`config.mk`:
```
export PLATFORM = sky130hd
export DESIGN_NAME = pixel_readout
export DESIGN_NICKNAME = d
export VERILOG_FILES = /design/src/rtl/sensor_pkg.sv /design/src/rtl/row_buffer.sv /design/src/rtl/pixel_readout.sv
export SDC_FILE = /design/constraint.sdc
export NUM_CORES = 1
export LEC_CHECK = 0
export CORE_MARGIN = 2
export CORE_UTILIZATION = 55
export DETAILED_ROUTE_END_ITERATION = 7
export PLACE_DENSITY = 0.81
export SYNTH_ARGS = -nofsm -noshare
export SYNTH_HDL_FRONTEND = slang
export SYNTH_HIERARCHICAL = 1
export SYNTH_SLANG_ARGS = --single-unit
```
`constraint.sdc`:
```
create_clock -name clk -period 5.6 [get_ports clk]
set_clock_uncertainty 0.2 [all_clocks]
set_input_delay 0.84 -clock clk [delete_from_list [all_inputs] [get_ports clk]]
set_output_delay 0.84 -clock clk [all_outputs]
set_load 0.02 [all_outputs]
```
`src/rtl/sensor_pkg.sv`:
```
// Types and defaults shared by the sensor controller and the pixel readout path.
package sensor_pkg;

    typedef logic [7:0] pixel_t;

    localparam int DEFAULT_PIXEL_ARRAY_HEIGHT = 2;
    localparam int DEFAULT_PIXEL_ARRAY_WIDTH  = 2;

    // Row capture: wait for a new row, let it settle, then hold until select moves on.
    typedef enum logic [1:0] {
        CAP_WAIT,
        CAP_SETTLE,
        CAP_HELD
    } cap_state_e;

    // Pixel serializer: idle until a row is buffered, then stream its columns.
    typedef enum logic {
        SER_IDLE,
        SER_SEND
    } ser_state_e;

endpackage

```
`src/rtl/row_buffer.sv`:
```
// Two-entry FIFO of captured rows; push and pop in the same cycle is legal even when full.
module row_buffer
    import sensor_pkg::*;
#(
    parameter int DATA_W = 17
) (
    input  logic              clk,
    input  logic              reset,
    input  logic              push_i,
    input  logic [DATA_W-1:0] push_data_i,
    input  logic              pop_i,
    output logic              full_o,
    output logic              empty_o,
    output logic [DATA_W-1:0] head_o
);

    logic [DATA_W-1:0] mem_q [2];
    logic              wr_ptr_q;
    logic              rd_ptr_q;
    logic [1:0]        count_q;
    logic              do_push;
    logic              do_pop;

    // A pop frees the head slot, so a push into a full buffer succeeds alongside it.
    assign do_pop  = pop_i && (count_q != 2'd0);
    assign do_push = push_i && ((count_q != 2'd2) || do_pop);

    assign full_o  = (count_q == 2'd2);
    assign empty_o = (count_q == 2'd0);
    assign head_o  = mem_q[rd_ptr_q];

    // Row storage written on accepted pushes.
    // NOTE: storage has no reset; count_q alone decides which entries are valid,
    // and sequential state is always assigned with <= so all flops update together.
    always_ff @(posedge clk) begin
        if (do_push) begin
            mem_q[wr_ptr_q] <= push_data_i;
        end
    end

    // Pointer and occupancy bookkeeping.
    always_ff @(posedge clk) begin
        if (!reset) begin
            wr_ptr_q <= 1'b0;
            rd_ptr_q <= 1'b0;
            count_q  <= 2'd0;
        end else begin
            if (do_push) wr_ptr_q <= ~wr_ptr_q;
            if (do_pop)  rd_ptr_q <= ~rd_ptr_q;
            unique case ({do_push, do_pop})
                2'b10:   count_q <= count_q + 2'd1;
                2'b01:   count_q <= count_q - 2'd1;
                default: count_q <= count_q;
            endcase
        end
    end

endmodule

```
`src/rtl/pixel_readout.sv`:
```
// Captures rows during the sensor read phase and streams them out pixel by pixel.
module pixel_readout
    import sensor_pkg::*;
#(
    parameter int PIXEL_ARRAY_HEIGHT = DEFAULT_PIXEL_ARRAY_HEIGHT,
    parameter int PIXEL_ARRAY_WIDTH  = DEFAULT_PIXEL_ARRAY_WIDTH,
    parameter int SAMPLE_DELAY       = 2,
    parameter int ROW_BITS = (PIXEL_ARRAY_HEIGHT > 1) ? $clog2(PIXEL_ARRAY_HEIGHT) : 1,
    parameter int COL_BITS = (PIXEL_ARRAY_WIDTH > 1) ? $clog2(PIXEL_ARRAY_WIDTH) : 1
) (
    input  logic                            clk,
    input  logic                            reset,
    input  logic [PIXEL_ARRAY_HEIGHT-1:0]   p_row_select,
    input  logic [8*PIXEL_ARRAY_WIDTH-1:0]  p_data,
    output logic                            out_valid,
    input  logic                            out_ready,
    output logic [7:0]                      out_data,
    output logic [ROW_BITS-1:0]             out_row,
    output logic [COL_BITS-1:0]             out_col,
    output logic                            out_eol,
    output logic                            out_eof,
    output logic                            overflow,
    output logic                            sel_err
);

    localparam int ENTRY_W = ROW_BITS + 8 * PIXEL_ARRAY_WIDTH;
    localparam int CNT_W   = 3;

    // Select decode
    logic [PIXEL_ARRAY_HEIGHT-1:0] sel_eff;
    logic                          sel_multi;
    logic [ROW_BITS-1:0]           sel_row;

    // Capture FSM
    cap_state_e                    cap_state_q, cap_state_d;
    logic [CNT_W-1:0]              cnt_q, cnt_d;
    logic [PIXEL_ARRAY_HEIGHT-1:0] cur_sel_q, cur_sel_d;
    logic [PIXEL_ARRAY_HEIGHT-1:0] last_sel_q, last_sel_d;
    logic                          cap_push;

    // Serializer FSM
    ser_state_e                    ser_state_q, ser_state_d;
    logic [COL_BITS-1:0]           col_q, col_d;
    logic                          ser_pop;

    // Buffer and sticky flags
    logic                          buf_full;
    logic                          buf_empty;
    logic [ENTRY_W-1:0]            head;
    pixel_t [PIXEL_ARRAY_WIDTH-1:0] head_pix;
    logic [ROW_BITS-1:0]           head_row;
    logic                          overflow_q, overflow_d;
    logic                          sel_err_q, sel_err_d;

    // Multi-bit selects are treated as "no row"; the row index is the set bit position.
    // NOTE: every signal driven here gets a default first so no latch is inferred.
    always_comb begin
        sel_multi = !$onehot0(p_row_select);
        sel_eff   = sel_multi ? '0 : p_row_select;
        sel_row   = '0;
        for (int r = 0; r < PIXEL_ARRAY_HEIGHT; r++) begin
            if (sel_eff[r]) sel_row = ROW_BITS'(r);
        end
    end

    // Capture FSM: settle a newly selected row, capture it once, then wait for the select to move.
    always_comb begin
        cap_state_d = cap_state_q;
        cnt_d       = cnt_q;
        cur_sel_d   = cur_sel_q;
        last_sel_d  = last_sel_q;
        cap_push    = 1'b0;
        unique case (cap_state_q)
            CAP_WAIT: begin
                if (sel_eff != '0 && sel_eff != last_sel_q) begin
                    cap_state_d = CAP_SETTLE;
                    cnt_d       = CNT_W'(1);
                    cur_sel_d   = sel_eff;
                end
            end
            CAP_SETTLE: begin
                if (sel_eff == '0) begin
                    cap_state_d = CAP_WAIT;
                end else if (sel_eff != cur_sel_q) begin
                    cnt_d     = CNT_W'(1);
                    cur_sel_d = sel_eff;
                end else if (cnt_q == CNT_W'(SAMPLE_DELAY)) begin
                    cap_push    = 1'b1;
                    last_sel_d  = cur_sel_q;
                    cap_state_d = CAP_HELD;
                end else begin
                    cnt_d = cnt_q + CNT_W'(1);
                end
            end
            CAP_HELD: begin
                if (sel_eff != last_sel_q) cap_state_d = CAP_WAIT;
            end
            default: cap_state_d = CAP_WAIT;
        endcase
    end

    // Capture FSM state register.
    always_ff @(posedge clk) begin
        if (!reset) begin
            cap_state_q <= CAP_WAIT;
            cnt_q       <= '0;
            cur_sel_q   <= '0;
            last_sel_q  <= '0;
        end else begin
            cap_state_q <= cap_state_d;
            cnt_q       <= cnt_d;
            cur_sel_q   <= cur_sel_d;
            last_sel_q  <= last_sel_d;
        end
    end

    row_buffer #(
        .DATA_W (ENTRY_W)
    ) u_row_buffer (
        .clk         (clk),
        .reset       (reset),
        .push_i      (cap_push),
        .push_data_i ({sel_row, p_data}),
        .pop_i       (ser_pop),
        .full_o      (buf_full),
        .empty_o     (buf_empty),
        .head_o      (head)
    );

    assign head_pix = head[8*PIXEL_ARRAY_WIDTH-1:0];
    assign head_row = head[ENTRY_W-1 -: ROW_BITS];

    // Serializer FSM: walk the head row's columns; on the last one pop and chain into the next row.
    always_comb begin
        ser_state_d = ser_state_q;
        col_d       = col_q;
        ser_pop     = 1'b0;
        unique case (ser_state_q)
            SER_IDLE: begin
                if (!buf_empty) begin
                    ser_state_d = SER_SEND;
                    col_d       = '0;
                end
            end
            SER_SEND: begin
                if (out_ready) begin
                    if (col_q == COL_BITS'(PIXEL_ARRAY_WIDTH - 1)) begin
                        ser_pop     = 1'b1;
                        col_d       = '0;
                        // After popping, a row remains if the buffer was full or one lands now.
                        ser_state_d = (buf_full || cap_push) ? SER_SEND : SER_IDLE;
                    end else begin
                        col_d = col_q + COL_BITS'(1);
                    end
                end
            end
            default: ser_state_d = SER_IDLE;
        endcase
    end

    // Serializer state register.
    always_ff @(posedge clk) begin
        if (!reset) begin
            ser_state_q <= SER_IDLE;
            col_q       <= '0;
        end else begin
            ser_state_q <= ser_state_d;
            col_q       <= col_d;
        end
    end

    // Sticky error flags, cleared only by reset.
    always_comb begin
        overflow_d = overflow_q | (cap_push & buf_full & ~ser_pop);
        sel_err_d  = sel_err_q | sel_multi;
    end

    // Sticky flag registers.
    always_ff @(posedge clk) begin
        if (!reset) begin
            overflow_q <= 1'b0;
            sel_err_q  <= 1'b0;
        end else begin
            overflow_q <= overflow_d;
            sel_err_q  <= sel_err_d;
        end
    end

    // Outputs come straight from registered state, so they hold steady while stalled.
    always_comb begin
        out_valid = (ser_state_q == SER_SEND);
        out_data  = out_valid ? head_pix[col_q] : 8'h00;
        out_row   = out_valid ? head_row : '0;
        out_col   = out_valid ? col_q : '0;
        out_eol   = out_valid && (col_q == COL_BITS'(PIXEL_ARRAY_WIDTH - 1));
        out_eof   = out_eol && (head_row == ROW_BITS'(PIXEL_ARRAY_HEIGHT - 1));
        overflow  = overflow_q;
        sel_err   = sel_err_q;
    end

endmodule
```
==> results of run 1 <==
==> cell usage in the layout (no fill, tap or decap), types with 2 or more instances in the layout <==
| cell type | netlist | layout |
|---|---|---|
| and2_1 | 4 | 4 |
| nor3_2 | 2 | 2 |
| nand2b_1 | 4 | 4 |
| xor2_1 | 2 | 2 |
| nand4_1 | 2 | 2 |
| mux2_4 | 10 | 10 |
| inv_1 | 7 | 7 |
| nand2_1 | 10 | 10 |
| clkinvlp_4 | 0 | 2 |
| clkbuf_8 | 0 | 5 |
| nor4_1 | 2 | 2 |
| nor2_1 | 11 | 11 |
| xnor2_1 | 3 | 3 |
| mux2i_1 | 14 | 14 |
| mux2_2 | 7 | 7 |
| buf_4 | 1 | 2 |
| nor2b_1 | 9 | 9 |
| ha_1 | 5 | 5 |
| a21oi_1 | 5 | 5 |
| clkdlybuf4s50_1 | 0 | 35 |
| o21ai_1 | 2 | 2 |
| edfxtp_1 | 34 | 34 |
| dfxtp_1 | 18 | 18 |
| and3_1 | 3 | 3 |
| o32ai_1 | 2 | 2 |
| nand3_1 | 3 | 3 |
==> tightest hold or removal path: cells and delay by family, from the launching register on <==
family,cells,cell delay [ns]
DFF,1,0.32
and+or+nand+nor,2,0.12
==> routing by layer <==
layer | routed length, um | part of all wire [%] | up-vias | global-route usage, %
li1 | - | - | 724 | -
met2 | 2220 | 53 | 44 | 32.7
met5 | 0 | 0 | - | 0
met3 | 206 | 5.0 | 9 | 5.38
met1 | 1650 | 40 | 734 | 21.4
met4 | 69 | 1.7 | 0 | 8.12
==> cell families after synthesis <==
| kind of cell | share of synthesized area, % |
|---|---|
| AOI/OAI and AO/OA | 5.11 |
| xor gates and xnor gates | 1.84 |
| adders and majority gates | 2.63 |
| buffers and inverters | 2.90 |
| DFF | 58.1 |
| muxes | 15.5 |
| and+or+nand+nor | 13.8 |
==> path summary, 6_finish.rpt <==
| kind | start | endpoint | slack [ns] | cells past startpoint |
|---|---|---|---|---|
| worst min-delay path | sel_err$_SDFF_PN0_ | sel_err$_SDFF_PN0_ | 0.28 | 2 |
| worst min register to register | sel_err$_SDFF_PN0_ | sel_err$_SDFF_PN0_ | 0.28 | 2 |
| worst max-delay path | p_row_select[0] | u_row_buffer/mem_q[1][13]$_DFFE_PP_ | 1.89 | 9 |
| worst max register to register | cnt_q[0]$_SDFFE_PN0P_ | u_row_buffer/mem_q[1][13]$_DFFE_PP_ | 2.64 | 8 |
==> synthesized netlist by cell type <==
| cell type | number |
|---|---|
| nor2b_2 | 1 |
| xnor2_1 | 3 |
| o21ai_0 | 1 |
| o211ai_1 | 1 |
| o311a_1 | 1 |
| and3_1 | 3 |
| mux2i_1 | 14 |
| nand3_1 | 3 |
| a311oi_1 | 1 |
| inv_1 | 7 |
| o21ai_1 | 2 |
| nand4b_1 | 1 |
| a21oi_1 | 5 |
| edfxtp_1 | 34 |
| ha_1 | 5 |
| buf_2 | 1 |
| o32ai_1 | 2 |
| nand4_1 | 2 |
| mux2_2 | 7 |
| o21a_1 | 1 |
| nor3_2 | 2 |
| o21ai_2 | 1 |
| nor2b_1 | 9 |
| and2b_1 | 1 |
| nand2_1 | 10 |
| nand2b_1 | 4 |
| nor2_1 | 11 |
| mux2_4 | 10 |
| dfxtp_1 | 18 |
| o221a_1 | 1 |
| xor2_1 | 2 |
| buf_4 | 1 |
| nor4b_2 | 1 |
| o211a_1 | 1 |
| and2_1 | 4 |
| nand2b_2 | 1 |
| clkbuf_1 | 2 |
| buf_6 | 2 |
| nor4_1 | 2 |
| nor3_4 | 1 |
==> power by group through the flow <==
stage,Combinational [mW],Clock (mW),Sequential [mW]
after floorplan,0.0169,0,0.421
after global placement,0.0377,0,0.421
after detailed placement,0.0396,0,0.421
after CTS,0.0398,0.209,0.412
after global routing,0.0433,0.229,0.413
final,0.0397,0.201,0.412
==> flip-flops by register name, summed over array words and instances (netlist names), 2 cells and up, named ones only <==
signal / count
cnt_q: 3
u_row_buffer/mem_q: 34
last_sel_q: 2
cur_sel_q: 2
u_row_buffer/count_q: 2
cap_state_q: 2
==> per-stage QoR <==
step | std cells | total power, mW | hold WS [ns] | area, sq um
2_1_floorplan | 179 | 0.438 | 0.251 | 2380
3_3_place_gp | 260 | 0.458 | 0.255 | 2760
3_5_place_dp | 260 | 0.460 | 0.261 | 2760
4_1_cts | 268 | 0.661 | 0.282 | 2850
5_1_grt | 268 | 0.685 | 0.307 | 2850
6_report | 268 | 0.653 | 0.279 | 2850
==> area by class of cell <==
class | count | area (sq um) | area share (%)
clock buffers | 5 | 68.8 | 2.42
clock inverters | 3 | 18.8 | 0.659
inverters | 7 | 26.3 | 0.922
multi-input cells | 114 | 926 | 32.5
flip-flops and latches | 52 | 1380 | 48.5
well taps | 50 | 62.6 | 2.20
repair buffers | 37 | 365 | 12.8
==> key figures, run 1 <==
Finish
  • Inserted Diodes: 0
  • Area delta synth->final: 19.9%
  • Fill count: slightly below 300
  • Layout Utilization: a little over two thirds
  • Layout cells sized above 1: between 10% and 20%
  • Final net count: between 200 and 250

Clocking
  • # resized after CTS: 0
  • Max Root-Sink Buffers: 2
  • Root buffer cell: clkbuf_8
  • H-Tree Depth: 2
  • Number of hold buffers added after CTS: 0
  • CTS Sinks: 52
  • Setup bufs post-CTS: 0
  • TritonCTS clock tree: built
  • Clock Latency Late Sink: 0.30 ns
  • Worst-path clk slew: ~0.090 ns
  • CTS buffer count: 5

Power
  • Net Sw Power: around 0.14 mW
  • Max IR drop VDD: between 0.1 and 0.15 mV
  • Clock Power Share: about 31%
  • Comb power frac: 6.1%
  • Pint: 0.517 mW
  • Sequential Power Share: 63.1%
  • Power per Cell Area: around 230 nW/um^2
  • Leakage power: 1.02 nW
  • Sw frac: 20.8%

Placement
  • IO Port Bufs: 35
  • Gpl congestion: roughly 0.83
  • Pre-CTS setup slack: ~1.6 ns
  • Post-DP HPWL: 3070 um

Logic synthesis
  • Synthesis Warnings: 6
  • Syn Area/Cell: about 13 sq um
  • Synth top area share: between 40% and 50%
  • Synth Net Count: between 200 and 250
  • #FFs+latches synth: 52
  • Yosys cell types: 40
  • Dominant cell type by area after synthesis: edfxtp_1
  • Synth top area cells: edfxtp_1 (43%), dfxtp_1 (15%), mux2_4 (6.3%)
  • Netlist Area Pre-Place: 2380 sq um
  • Syn Inst Count: 179
  • Sequential share of the synthesized area: 58.1%

Floorplan
  • Die area: roughly 4900 sq um
  • Die Wd: between 60 and 70 um
  • I/O pin total: 36
  • Initial Util: about three fifths
  • Row count: 23
  • Core box area: 4090 sq um
  • Height of the die: approximately 70 um

Timing
  • Final worst slack: 1.89 ns
  • Final TNS setup: 0 ns
  • RSZ-0062 raised after global routing: false
  • Max-slew violations: 0
  • Measured slew at the worst slew-check pin: ~0.96 ns
  • Final Hold Vio Count: 0
  • Slew headroom: a little over a third
  • Finish-stage setup viols: 0
  • Final min period: between 3 and 4 ns
  • Highest clock rate: 0.269 GHz
  • Tcrit/Tclk final: about two thirds

Global route
  • Antenna violations before repair: 0
  • Vias in the first global route: 1559
  • Largest net degree at the start of global routing: 20
  • Global-route wire length before repair: a little over 7000 um
  • GR Overflow Total: 0
  • Gr usage total: between 10% and 20%

Critical path
  • CP Launch Type: input pin
  • Worst setup EP type: flop
  • Top Family by Delay on Critical Path: simple AND/OR/NAND/NOR gates
  • Critical Path, Cell by Cell: clkdlybuf4s50_1 -> inv_1 -> ha_1 -> xnor2_1 -> nand4_1 -> nor3_2 -> o21ai_2 -> nor2_1 -> buf_4
  • Crit path largest cell delay: roughly 0.55 ns
  • CP arrival: 3.52 ns
  • Crit path required time: 5.41 ns
  • Slowest CP cell: nor2_1
  • CP max FO: 9
  • CP Class: input pin to flop
  • Bufs and invs on worst path: 3

Route
  • Via Count: approximately 1500
  • Routed len/inst: approximately 15 um
  • DR iter-0 viols: around 50
  • Drt total wl: 4150 um
  • Antenna Violating Nets Remaining: 0
  • Drt first pass iters: 6
  • DRC: 0
  • Via/cell ratio: between 5 and 6

Run status
  • Status: finished clean

Min path
  • Worst min path class: flop to flop

Job
  • Max Cap Viol: 0
No activity file was read; power rests on OpenSTA's default activity.
==> run 2: changes to the inputs <==
--- a/config.mk
+++ b/config.mk
@@ -6,9 +6,9 @@
 export NUM_CORES = 1
 export LEC_CHECK = 0
 export CORE_MARGIN = 2
-export CORE_UTILIZATION = 55
+export CORE_UTILIZATION = 53
 export DETAILED_ROUTE_END_ITERATION = 7
-export PLACE_DENSITY = 0.81
+export PLACE_DENSITY = 0.79
 export SYNTH_ARGS = -nofsm -noshare
 export SYNTH_HDL_FRONTEND = slang
 export SYNTH_HIERARCHICAL = 1
==> constraint.sdc (replaced) <==
create_clock -name clk -period 3.8 [get_ports clk]
set_clock_uncertainty 0.2 [all_clocks]
set_input_delay 0.57 -clock clk [delete_from_list [all_inputs] [get_ports clk]]
set_output_delay 0.57 -clock clk [all_outputs]
set_load 0.02 [all_outputs]
==> key figures, run 2 (synthesis results as in run 1) <==
Finish
  • Area delta synth->final: 20.2%
  • Max reg flops: 34 (unchanged)
  • Register area: 1380 sq um (unchanged)
  • Footprint of the multi-input gates: 926 sq um (unchanged)
  • Fill count: 326 (+11%)
  • Layout cells sized above 1: 15.5% (+0.39 points)
  • Final net count: 244 (+0.41%)
  • Inserted Diodes: 0 (unchanged)
  • Reg with most FFs: u_row_buffer/mem_q
  • Commonest non-fill, non-tap cells in the layout: clkdlybuf4s50_1 (35), edfxtp_1 (34), dfxtp_1 (18)
  • Top flop regs: u_row_buffer/mem_q x34, cnt_q x3
  • Commonest non-fill, non-tap cell in the layout: clkdlybuf4s50_1

Global route
  • GR Overflow Total: 0 (unchanged)
  • Vias in the first global route: 1434 (-8.0%)
  • Global-route wire length before repair: 6670 um (-5.9%)
  • Antenna violations before repair: 0 (unchanged)
  • Gr usage total: 17.6% (-1.2 points)
  • Largest net degree at the start of global routing: 20 (unchanged)

Clocking
  • Worst-path clk slew: 0.09 ns (about the same)
  • Root buffer cell: clkbuf_8
  • Clock Latency Late Sink: 0.30 ns (about the same)
  • CTS buffer count: 5 (unchanged)
  • Number of hold buffers added after CTS: 0 (unchanged)
  • CTS Sinks: 52 (unchanged)
  • # resized after CTS: 0 (unchanged)
  • Max Root-Sink Buffers: 2 (unchanged)
  • TritonCTS clock tree: built
  • Setup bufs post-CTS: 0 (unchanged)
  • H-Tree Depth: 2 (unchanged)

Critical path
  • Worst Reg-to-Reg Cells: 8 (unchanged)
  • Slowest CP cell: dfxtp_1
  • CP Class: flop to primary output
  • Worst flop-to-flop path startpoint: cnt_q[0]$_SDFFE_PN0P_
  • Setup crit end: out_data[1]
  • Crit path largest cell delay: 0.58 ns (+0.03 ns)
  • Reg-to-reg endpoint: u_row_buffer/mem_q[1][9]$_DFFE_PP_
  • Crit path required time: 3.03 ns (-2.38 ns)
  • CP max FO: 10 (+1)
  • Critical Path, Cell by Cell: buf_4 -> mux2_2 -> mux2i_1 -> nor2b_1 -> clkdlybuf4s50_1
  • R2R Setup Slk: 1.28 ns (-1.36 ns)
  • CP Launch Type: flop
  • CP arrival: 2.28 ns (-1.24 ns)
  • Worst setup EP type: primary output

Power
  • Comb power frac: 6.0% (about the same)
  • Max IR drop VDD: 0.214 mV (+45%)
  • Leakage power: 1.03 nW (+0.86%)
  • Net Sw Power: 0.202 mW (+49%)
  • Power per Cell Area: 338 nW/um^2 (+47%)
  • Pint: 0.764 mW (+48%)
  • Clock Power Share: 31.1% (+0.3 points)
  • Sequential Power Share: 62.9% (-0.2 points)
  • Sw frac: 20.9% (+0.11 points)

Timing
  • Final Hold Vio Count: 0 (unchanged)
  • Measured slew at the worst slew-check pin: 0.669 ns (-0.291 ns)
  • Finish-stage setup viols: 0 (unchanged)
  • Max-slew violations: 0 (unchanged)
  • Slew headroom: 55.4% (+19 points)
  • Final worst slack: 0.751 ns (-1.13 ns)
  • Final min period: between 3 and 4 ns
  • Highest clock rate: between 0.3 and 0.4 GHz
  • RSZ-0062 raised after global routing: false
  • Final TNS setup: 0 ns (unchanged)
  • Tcrit/Tclk final: around four fifths

Route
  • Drt first pass iters: 4 (-2)
  • DR iter-0 viols: 112 (+120%)
  • Routed len/inst: 15.5 um (-0.18%)
  • Via Count: 1492 (-1.3%)
  • DRC: 0 (unchanged)
  • Via/cell ratio: 5.51 (-2.4%)
  • Antenna Violating Nets Remaining: 0 (unchanged)
  • Drt total wl: 4190 um (+0.94%)

Floorplan
  • Initial Util: 54.9% (-3.2 points)
  • Height of the die: 71.0 um (+1.8%)
  • Die area: 5030 sq um (+3.6%)
  • Die Wd: 71.0 um (+1.8%)
  • Core box area: 4320 sq um (+5.8%)
  • I/O pin total: 36 (unchanged)
  • Row count: 24 (+4.3%)

Placement
  • Pre-CTS setup slack: 0.513 ns (-1.04 ns)
  • Gpl congestion: 0.866 (+4.2%)
  • IO Port Bufs: 35 (unchanged)
  • Post-DP HPWL: 3060 um (-0.53%)

Job
  • Max Cap Viol: 0 (unchanged)

Run status
  • Status: finished clean

Min path
  • Worst min path class: flop to flop
run 2: final cells by class:
type	instances	share of cell area, %
sequential	52	48.4
multi-input combinational	114	32.4
timing repair buffer	38	13.1
clock buffer	6	2.54
tap	52	2.28
inverter	7	0.920
clock inverter	2	0.438
run 2: power groups by stage:
stage	Combinational, mW	Clock [mW]	Sequential, mW
after floorplan	0.0249	0	0.621
after detailed placement	0.0575	0	0.620
after CTS	0.0584	0.310	0.607
final	0.0578	0.300	0.607
after global placement	0.0552	0	0.620
after global routing	0.0626	0.326	0.608
run 2: how the worst min path moves through the flow:
stage,slack (ns),end,start,cells past startpoint
4_1_cts,0.28,overflow$_SDFF_PN0_,overflow$_SDFF_PN0_,1
3_3_place_gp,0.25,sel_err$_SDFF_PN0_,sel_err$_SDFF_PN0_,2
3_5_place_dp,0.26,overflow$_SDFF_PN0_,overflow$_SDFF_PN0_,1
2_1_floorplan,0.25,u_row_buffer/wr_ptr_q$_SDFFE_PN0P_,u_row_buffer/wr_ptr_q$_SDFFE_PN0P_,2
5_1_grt,0.31,overflow$_SDFF_PN0_,overflow$_SDFF_PN0_,1
6_report,0.28,overflow$_SDFF_PN0_,overflow$_SDFF_PN0_,1
run 2: critical path: cells and delay by family (launching register included):
| family | cells | cell delay (ns) |
|---|---|---|
| flops | 1 | 0.58 |
| mux | 2 | 0.50 |
| buf+inv | 2 | 0.83 |
| simple gates | 1 | 0.06 |
run 2: layer usage:
metal  track usage (%)  routed length (um)
met1              20.8                1780
met2              30.7                2210
met3              4.27                 151
met4              6.92                  55
met5                 0                   0
run 2: per-stage QoR:
step / hold WS (ns) / std cells / power, mW / instance area (sq um) / utilization [%]
after CTS: 0.280 / 271 / 0.976 / 2860 / 66.1
after global placement: 0.246 / 263 / 0.675 / 2770 / 64.1
final: 0.278 / 271 / 0.965 / 2860 / 66.1
after global routing: 0.305 / 271 / 0.996 / 2860 / 66.1
after floorplan: 0.251 / 179 / 0.645 / 2380 / -
after detailed placement: 0.260 / 263 / 0.678 / 2770 / 64.1
